$ cat config.mk
export PLATFORM = sky130hd
export DESIGN_NAME = sub_256bit_seq
export DESIGN_NICKNAME = d
export VERILOG_FILES = /design/src/rtl/sub_256bit_seq_pkg.sv /design/src/rtl/sub_256bit_seq_slice.sv /design/src/rtl/sub_256bit_seq.sv
export SDC_FILE = /design/constraint.sdc
export NUM_CORES = 2
export LEC_CHECK = 0
export BUFFER_PORTS_ARGS = -buffer_cell sky130_fd_sc_hd__buf_2
export CORE_AREA = 4 4 296 298
export CTS_CLUSTER_DIAMETER = 60
export DETAILED_ROUTE_END_ITERATION = 8
export DIE_AREA = 0 0 300 302
export GPL_ROUTABILITY_DRIVEN = 0
export HOLD_SLACK_MARGIN = 0.15
export PLACE_DENSITY_LB_ADDON = 0.12
export SLEW_MARGIN = 20
export SYNTH_ARGS = -nofsm -noshare
export SYNTH_HDL_FRONTEND = slang
export SYNTH_SLANG_ARGS = --single-unit
$ cat constraint.sdc
create_clock -name clk -period 3.97 [get_ports clk]
set_input_delay 0.1985 -clock clk [delete_from_list [all_inputs] [get_ports clk]]
set_output_delay 0.1985 -clock clk [all_outputs]
set_load 0.03 [all_outputs]
$ cat src/rtl/sub_256bit_seq_pkg.sv
`default_nettype none
// +----------------------------------------------------------------------------+
// | Module   : sub_256bit_seq_pkg                                                |
// | Purpose  : Shared definitions for the sequential 256-bit subtractor:        |
// |            operand width constant and the control FSM state encoding.      |
// | Ports    : none (package)                                                  |
// | Revision : 1.0 - initial release                                            |
// +----------------------------------------------------------------------------+
package sub_256bit_seq_pkg;

  localparam int DATA_W = 256;

  typedef enum logic [1:0] {
    IDLE = 2'd0,
    CALC = 2'd1,
    DONE = 2'd2
  } state_e;

endpackage : sub_256bit_seq_pkg
`default_nettype wire

$ cat src/rtl/sub_256bit_seq_slice.sv
`default_nettype none
// +----------------------------------------------------------------------------+
// | Module   : sub_slice                                                       |
// | Purpose  : Combinational W-bit subtract-with-borrow: d = a - b - bin.      |
// | Ports    : a, b    (in,  W) minuend / subtrahend slice                      |
// |            bin     (in,  1) borrow in                                      |
// |            d       (out, W) difference slice                               |
// |            bout    (out, 1) borrow out (result went negative)              |
// | Revision : 1.0 - initial release                                            |
// +----------------------------------------------------------------------------+
module sub_slice #(
  parameter int W = 64
) (
  input  logic [W-1:0] a,
  input  logic [W-1:0] b,
  input  logic         bin,
  output logic [W-1:0] d,
  output logic         bout
);

  // One extra bit of headroom: the top bit of the W+1 bit result is set
  // exactly when a - b - bin is negative, i.e. a borrow leaves this slice.
  logic [W:0] diff;

  assign diff = {1'b0, a} - {1'b0, b} - {{W{1'b0}}, bin};
  assign d    = diff[W-1:0];
  assign bout = diff[W];

endmodule : sub_slice
`default_nettype wire

$ cat src/rtl/sub_256bit_seq.sv
`default_nettype none
// +----------------------------------------------------------------------------+
// | Module   : sub_256bit_seq                                                  |
// | Purpose  : 256-bit unsigned subtractor, SLICE_W bits per cycle, LSB first, |
// |            with valid/ready handshakes on both operand and result sides.   |
// | Ports    : clk, rst_n          clock / async active-low reset              |
// |            in_valid, in_ready  operand handshake                           |
// |            din1, din2, bin     minuend, subtrahend, borrow in              |
// |            out_valid, out_ready result handshake                           |
// |            dout, bout, zero    difference, borrow out, dout==0 flag        |
// | Revision : 1.0 - initial release                                            |
// +----------------------------------------------------------------------------+
module sub_256bit_seq
  import sub_256bit_seq_pkg::*;
#(
  parameter int SLICE_W = 64
) (
  input  logic              clk,
  input  logic              rst_n,
  input  logic              in_valid,
  output logic              in_ready,
  input  logic [DATA_W-1:0] din1,
  input  logic [DATA_W-1:0] din2,
  input  logic              bin,
  output logic              out_valid,
  input  logic              out_ready,
  output logic [DATA_W-1:0] dout,
  output logic              bout,
  output logic              zero
);

  localparam int NSLICE = DATA_W / SLICE_W;
  localparam int CNT_W  = (NSLICE > 1) ? $clog2(NSLICE) : 1;
  localparam logic [CNT_W-1:0] LAST_SLICE = CNT_W'(NSLICE - 1);

  state_e            state_q;
  logic [DATA_W-1:0] a_q;
  logic [DATA_W-1:0] b_q;
  logic [DATA_W-1:0] res_q;
  logic              borrow_q;
  logic [CNT_W-1:0]  cnt_q;
  logic              in_ready_q;
  logic              out_valid_q;
  logic              bout_q;
  logic              zero_q;

  logic [SLICE_W-1:0] slice_d;
  logic               slice_bout;
  logic [DATA_W-1:0]  res_shift;

  // Operands are shifted right every CALC cycle, so the active slice is
  // always the low SLICE_W bits and no variable part-select is needed.
  sub_slice #(
    .W (SLICE_W)
  ) u_slice (
    .a    (a_q[SLICE_W-1:0]),
    .b    (b_q[SLICE_W-1:0]),
    .bin  (borrow_q),
    .d    (slice_d),
    .bout (slice_bout)
  );

  // Result register is filled from the top: each new slice enters at the
  // MSB end, so after NSLICE cycles the LSB slice has reached bit 0.
  generate
    if (NSLICE == 1) begin : g_single_slice
      assign res_shift = slice_d;
    end else begin : g_multi_slice
      assign res_shift = {slice_d, res_q[DATA_W-1:SLICE_W]};
    end
  endgenerate

  always_ff @(posedge clk or negedge rst_n) begin
    if (!rst_n) begin
      state_q     <= IDLE;
      a_q         <= '0;
      b_q         <= '0;
      res_q       <= '0;
      borrow_q    <= 1'b0;
      cnt_q       <= '0;
      in_ready_q  <= 1'b1;
      out_valid_q <= 1'b0;
      bout_q      <= 1'b0;
      zero_q      <= 1'b0;
    end else begin
      case (state_q)
        IDLE: begin
          if (in_valid && in_ready_q) begin
            a_q        <= din1;
            b_q        <= din2;
            borrow_q   <= bin;
            cnt_q      <= '0;
            in_ready_q <= 1'b0;
            state_q    <= CALC;
          end
        end
        CALC: begin
          a_q      <= a_q >> SLICE_W;
          b_q      <= b_q >> SLICE_W;
          borrow_q <= slice_bout;
          res_q    <= res_shift;
          if (cnt_q == LAST_SLICE) begin
            // Flags come from the complete result as it is being written.
            bout_q      <= slice_bout;
            zero_q      <= (res_shift == '0);
            out_valid_q <= 1'b1;
            state_q     <= DONE;
          end else begin
            cnt_q <= cnt_q + CNT_W'(1);
          end
        end
        DONE: begin
          // Return to IDLE only; the next accept is a cycle later.
          if (out_ready) begin
            out_valid_q <= 1'b0;
            in_ready_q  <= 1'b1;
            state_q     <= IDLE;
          end
        end
        default: begin
          out_valid_q <= 1'b0;
          in_ready_q  <= 1'b1;
          state_q     <= IDLE;
        end
      endcase
    end
  end

  assign in_ready  = in_ready_q;
  assign out_valid = out_valid_q;
  assign dout      = res_q;
  assign bout      = bout_q;
  assign zero      = zero_q;

endmodule : sub_256bit_seq
`default_nettype wire

==> impl_metrics.yaml <==
floorplanning:
  num_rows: 107
  die-height_um: 302
  start_util: 0.443
  die_area_mm2: 0.0906
  die_w_um: 300
  ios: 777
  coreArea_mm2: 0.0849
timing:
  finalSetupTns_ps: -356
  fmax_ghz: 0.232
  period_needed_ps: 4310
  hold-worst-slack_ps: 232
  rsz0062_at_grt: "yes"
  fin_skew_ps: 33.3
  finalCritPeriodShare: 1.09
  slew_violations: 0
  timing_hold_violations_final: 0
  maxSlewHeadroom: 0.257
  setup_ws_ps: -340
  tightest_slew_ps: 1110
  setup_violations: 2
outcome:
  status: "complete, but fails checks"
  violations: "setup timing"
worst_setup_path:
  cp-start-kind: "register"
  path_common_cell: "nand4_1"
  path_class: "register to register"
  reg2reg_from: "borrow_q"
  crit_path_max_fanout: 6
  crit_slowest_cell: "fa_1"
  cpLargestDelayFamily: "simple AND/OR/NAND/NOR gates"
  crit_chain: "inv_2, fa_1, inv_1, ha_2, or2_4, fa_2, nor3b_2, o21a_2, a2111oi_4, or3_4, a21oi_2, xor2_1, nand4_1, or4b_4, nor4b_4, nand4_1, o31ai_2"
  required_ps: 4520
  r2r_setup_slack_ps: -340
  regToRegEndpoint: "zero"
  cp_num_cells: 17
  end_kind: "register"
  cp_data_arrival_time_ps: 4860
  rr_worst_depth: 17
  cpPeakStageDelay_ps: 550
  cp_num_buf_inv: 2
power:
  peakVddDrop_v: 0.000630
  power_density_mw_per_mm2: 1110
  p_leak_nw: 25.8
clock_tree:
  cts_sinks: 777
  clk_pin_slew_ps: 60
  cts_root_buffer: "clkbuf_16"
  cts_tree: "built"
  clk_latency_ps: 650
  htree_levels: 3
  clockBufferDepth: 3
  cts_buffers: 90
logic_synthesis:
  yosysTopAreaCellShare: 0.517
  synthCells: 4427
  ys_warn_count: 0
  netlist_top_cells_count: "nand2_1 (1,488), dfrtp_1 (776), nor2_1 (434)"
  synth_area_leaders: "dfrtp_1 (52%), nand2_1 (15%), a31oi_1 (6.5%), nor2_1 (4.3%), ha_1 (4.2%)"
  syn_avg_cell_area_um2: 8.49
  syn_nets: 5073
  yosys.cell_types.count: 72
  synth_edf_count: 0
  synth-seq-cells: 777
  synth_ff_type: "dfrtp_1"
  seq_area_frac_synth: 0.518
  yosysMostFrequentCell: "nand2_1"
  synthArstFlopShare: 1.00
  netlist_area_mm2: 0.0376
  synth_top_area_cell: "dfrtp_1"
global_route:
  grt_usage: 0.315
  grt_pass1_vias: 37200
  globalRouteOverflowTotal: 0
  grt_max_degree: 201
  antenna_found_initial: 42
  grt_pass1_wl_um: 221000
detailed_routing:
  viasPerCell: 5.35
  drt_iter0_drc: 3111
  ant_nets: 0
  post-route-drc-count: 0
  wl_per_cell_um: 20.9
  num_vias: 37300
  totalWireLength_um: 146000
  firstDrtPassIters: 6
place:
  dp.cells: 6260
  pre_cts_ws_ps: -468
  place_area_mm2: 0.0437
  dp_hpwl_um: 104000
  io_buffers: 776
run:
  maxCapViolations: 0
layout:
  area_growth_pct: 38.3
  nNetsFinal: 6371
  drive_above_1_share: 0.200
  finalNonFillerCells: 6977
  fillers: 7517
  final_cell_area_mm2: 0.0519
hold_path:
  hold_class: "input port to async pin"
==> final cells by class <==
type	count	area [um2]	area share
inverter	203	762	0.0147
timing repair buffer	1503	10900	0.210
clock buffer	133	2560	0.0494
multi-input combinational	3150	16400	0.316
tap	1144	1430	0.0276
antenna	42	105	0.00202
clock inverter	25	314	0.00605
sequential	777	19400	0.374
==> registers in the layout, summed over array words and instances (netlist names) <==
signal	cells
cnt_q	2
out_valid	1
a_q	256
bout	1
zero	1
borrow_q	1
dout	256
state_q	2
b_q	256
in_ready	1
==> where the power goes <==
group / internal [mW] / total (mW) / switching (mW) / leakage [nW]
logic: 13.9 / 34.7 / 20.8 / 15.0
registers: 11.7 / 14.9 / 3.18 / 9.42
clock network: 4.70 / 8.15 / 3.44 / 1.41
total: 30.3 / 57.7 / 27.4 / 25.8
==> placed cells by master, fill, tap and decap left out, types with 34 or more instances in the layout <==
master,n
inv_1,201
o21ai_0,102
buf_4,188
dlygate4sd3_1,516
xnor2_1,34
a21oi_1,78
nor2_1,433
dfrtp_1,776
nand4_1,42
nor4_1,54
nand2_1,1485
a31oi_1,390
a22o_1,130
buf_2,775
clkbuf_16,91
ha_1,126
diode_2,42
==> worst register-to-register path, cell delays in order, from the launching register on <==
cell	delay (ps)
dfrtp_1	330
inv_2	40
fa_1	550
inv_1	50
ha_2	160
or2_4	230
fa_2	350
nor3b_2	190
o21a_2	190
a2111oi_4	120
or3_4	410
a21oi_2	140
xor2_1	190
nand4_1	120
or4b_4	530
nor4b_4	280
nand4_1	160
o31ai_2	190
==> logic make-up (layout without fill, tap and decap cells) <==
family	Yosys count	after routing	synth area share
AND/OR/NAND/NOR	2119	2119	0.225
AO/OA/AOI/OAI	837	837	0.148
flip-flops	777	777	0.518
buffers and inverters	500	1864	0.0506
adder cells (fa/ha/maj)	129	129	0.0434
XOR/XNOR	59	59	0.0138
multiplexers	6	6	0.00167
other	0	42	0
==> worst max path at each step <==
stage | end | startpoint | slack (ps)
final | zero | borrow_q | -340
after global routing | zero | borrow_q | -580
after CTS | zero | borrow_q | -400
after detailed placement | zero | borrow_q | -470
after global placement | zero | borrow_q | -430
after floorplan | zero | borrow_q | -40
==> what timing repair did <==
action / CTS / global route
setup buffers: 3 / 3
pin swaps: 4 / 12
endpoints found under the setup margin: 3 / 13
hold buffers: 516 / 0
endpoints found under the hold margin: 599 / 0
gates resized for setup: 9 / 21
==> routing by layer <==
metal / routed length, um / share of wire / track usage
met1: 60300 / 0.41 / 0.411
met5: 36 / 0.00025 / 0
met4: 6750 / 0.046 / 0.141
met3: 8900 / 0.061 / 0.0451
met2: 69800 / 0.48 / 0.524
==> metrics by stage <==
| step | total power, mW | utilization |
|---|---|---|
| 2_1_floorplan | 34.6 | - |
| 3_3_place_gp | 48.2 | 0.514 |
| 3_5_place_dp | 48.6 | 0.514 |
| 4_1_cts | 57.4 | 0.610 |
| 5_1_grt | 62.0 | 0.612 |
| 6_report | 57.7 | 0.612 |
No activity file was read; power rests on OpenSTA's default activity.
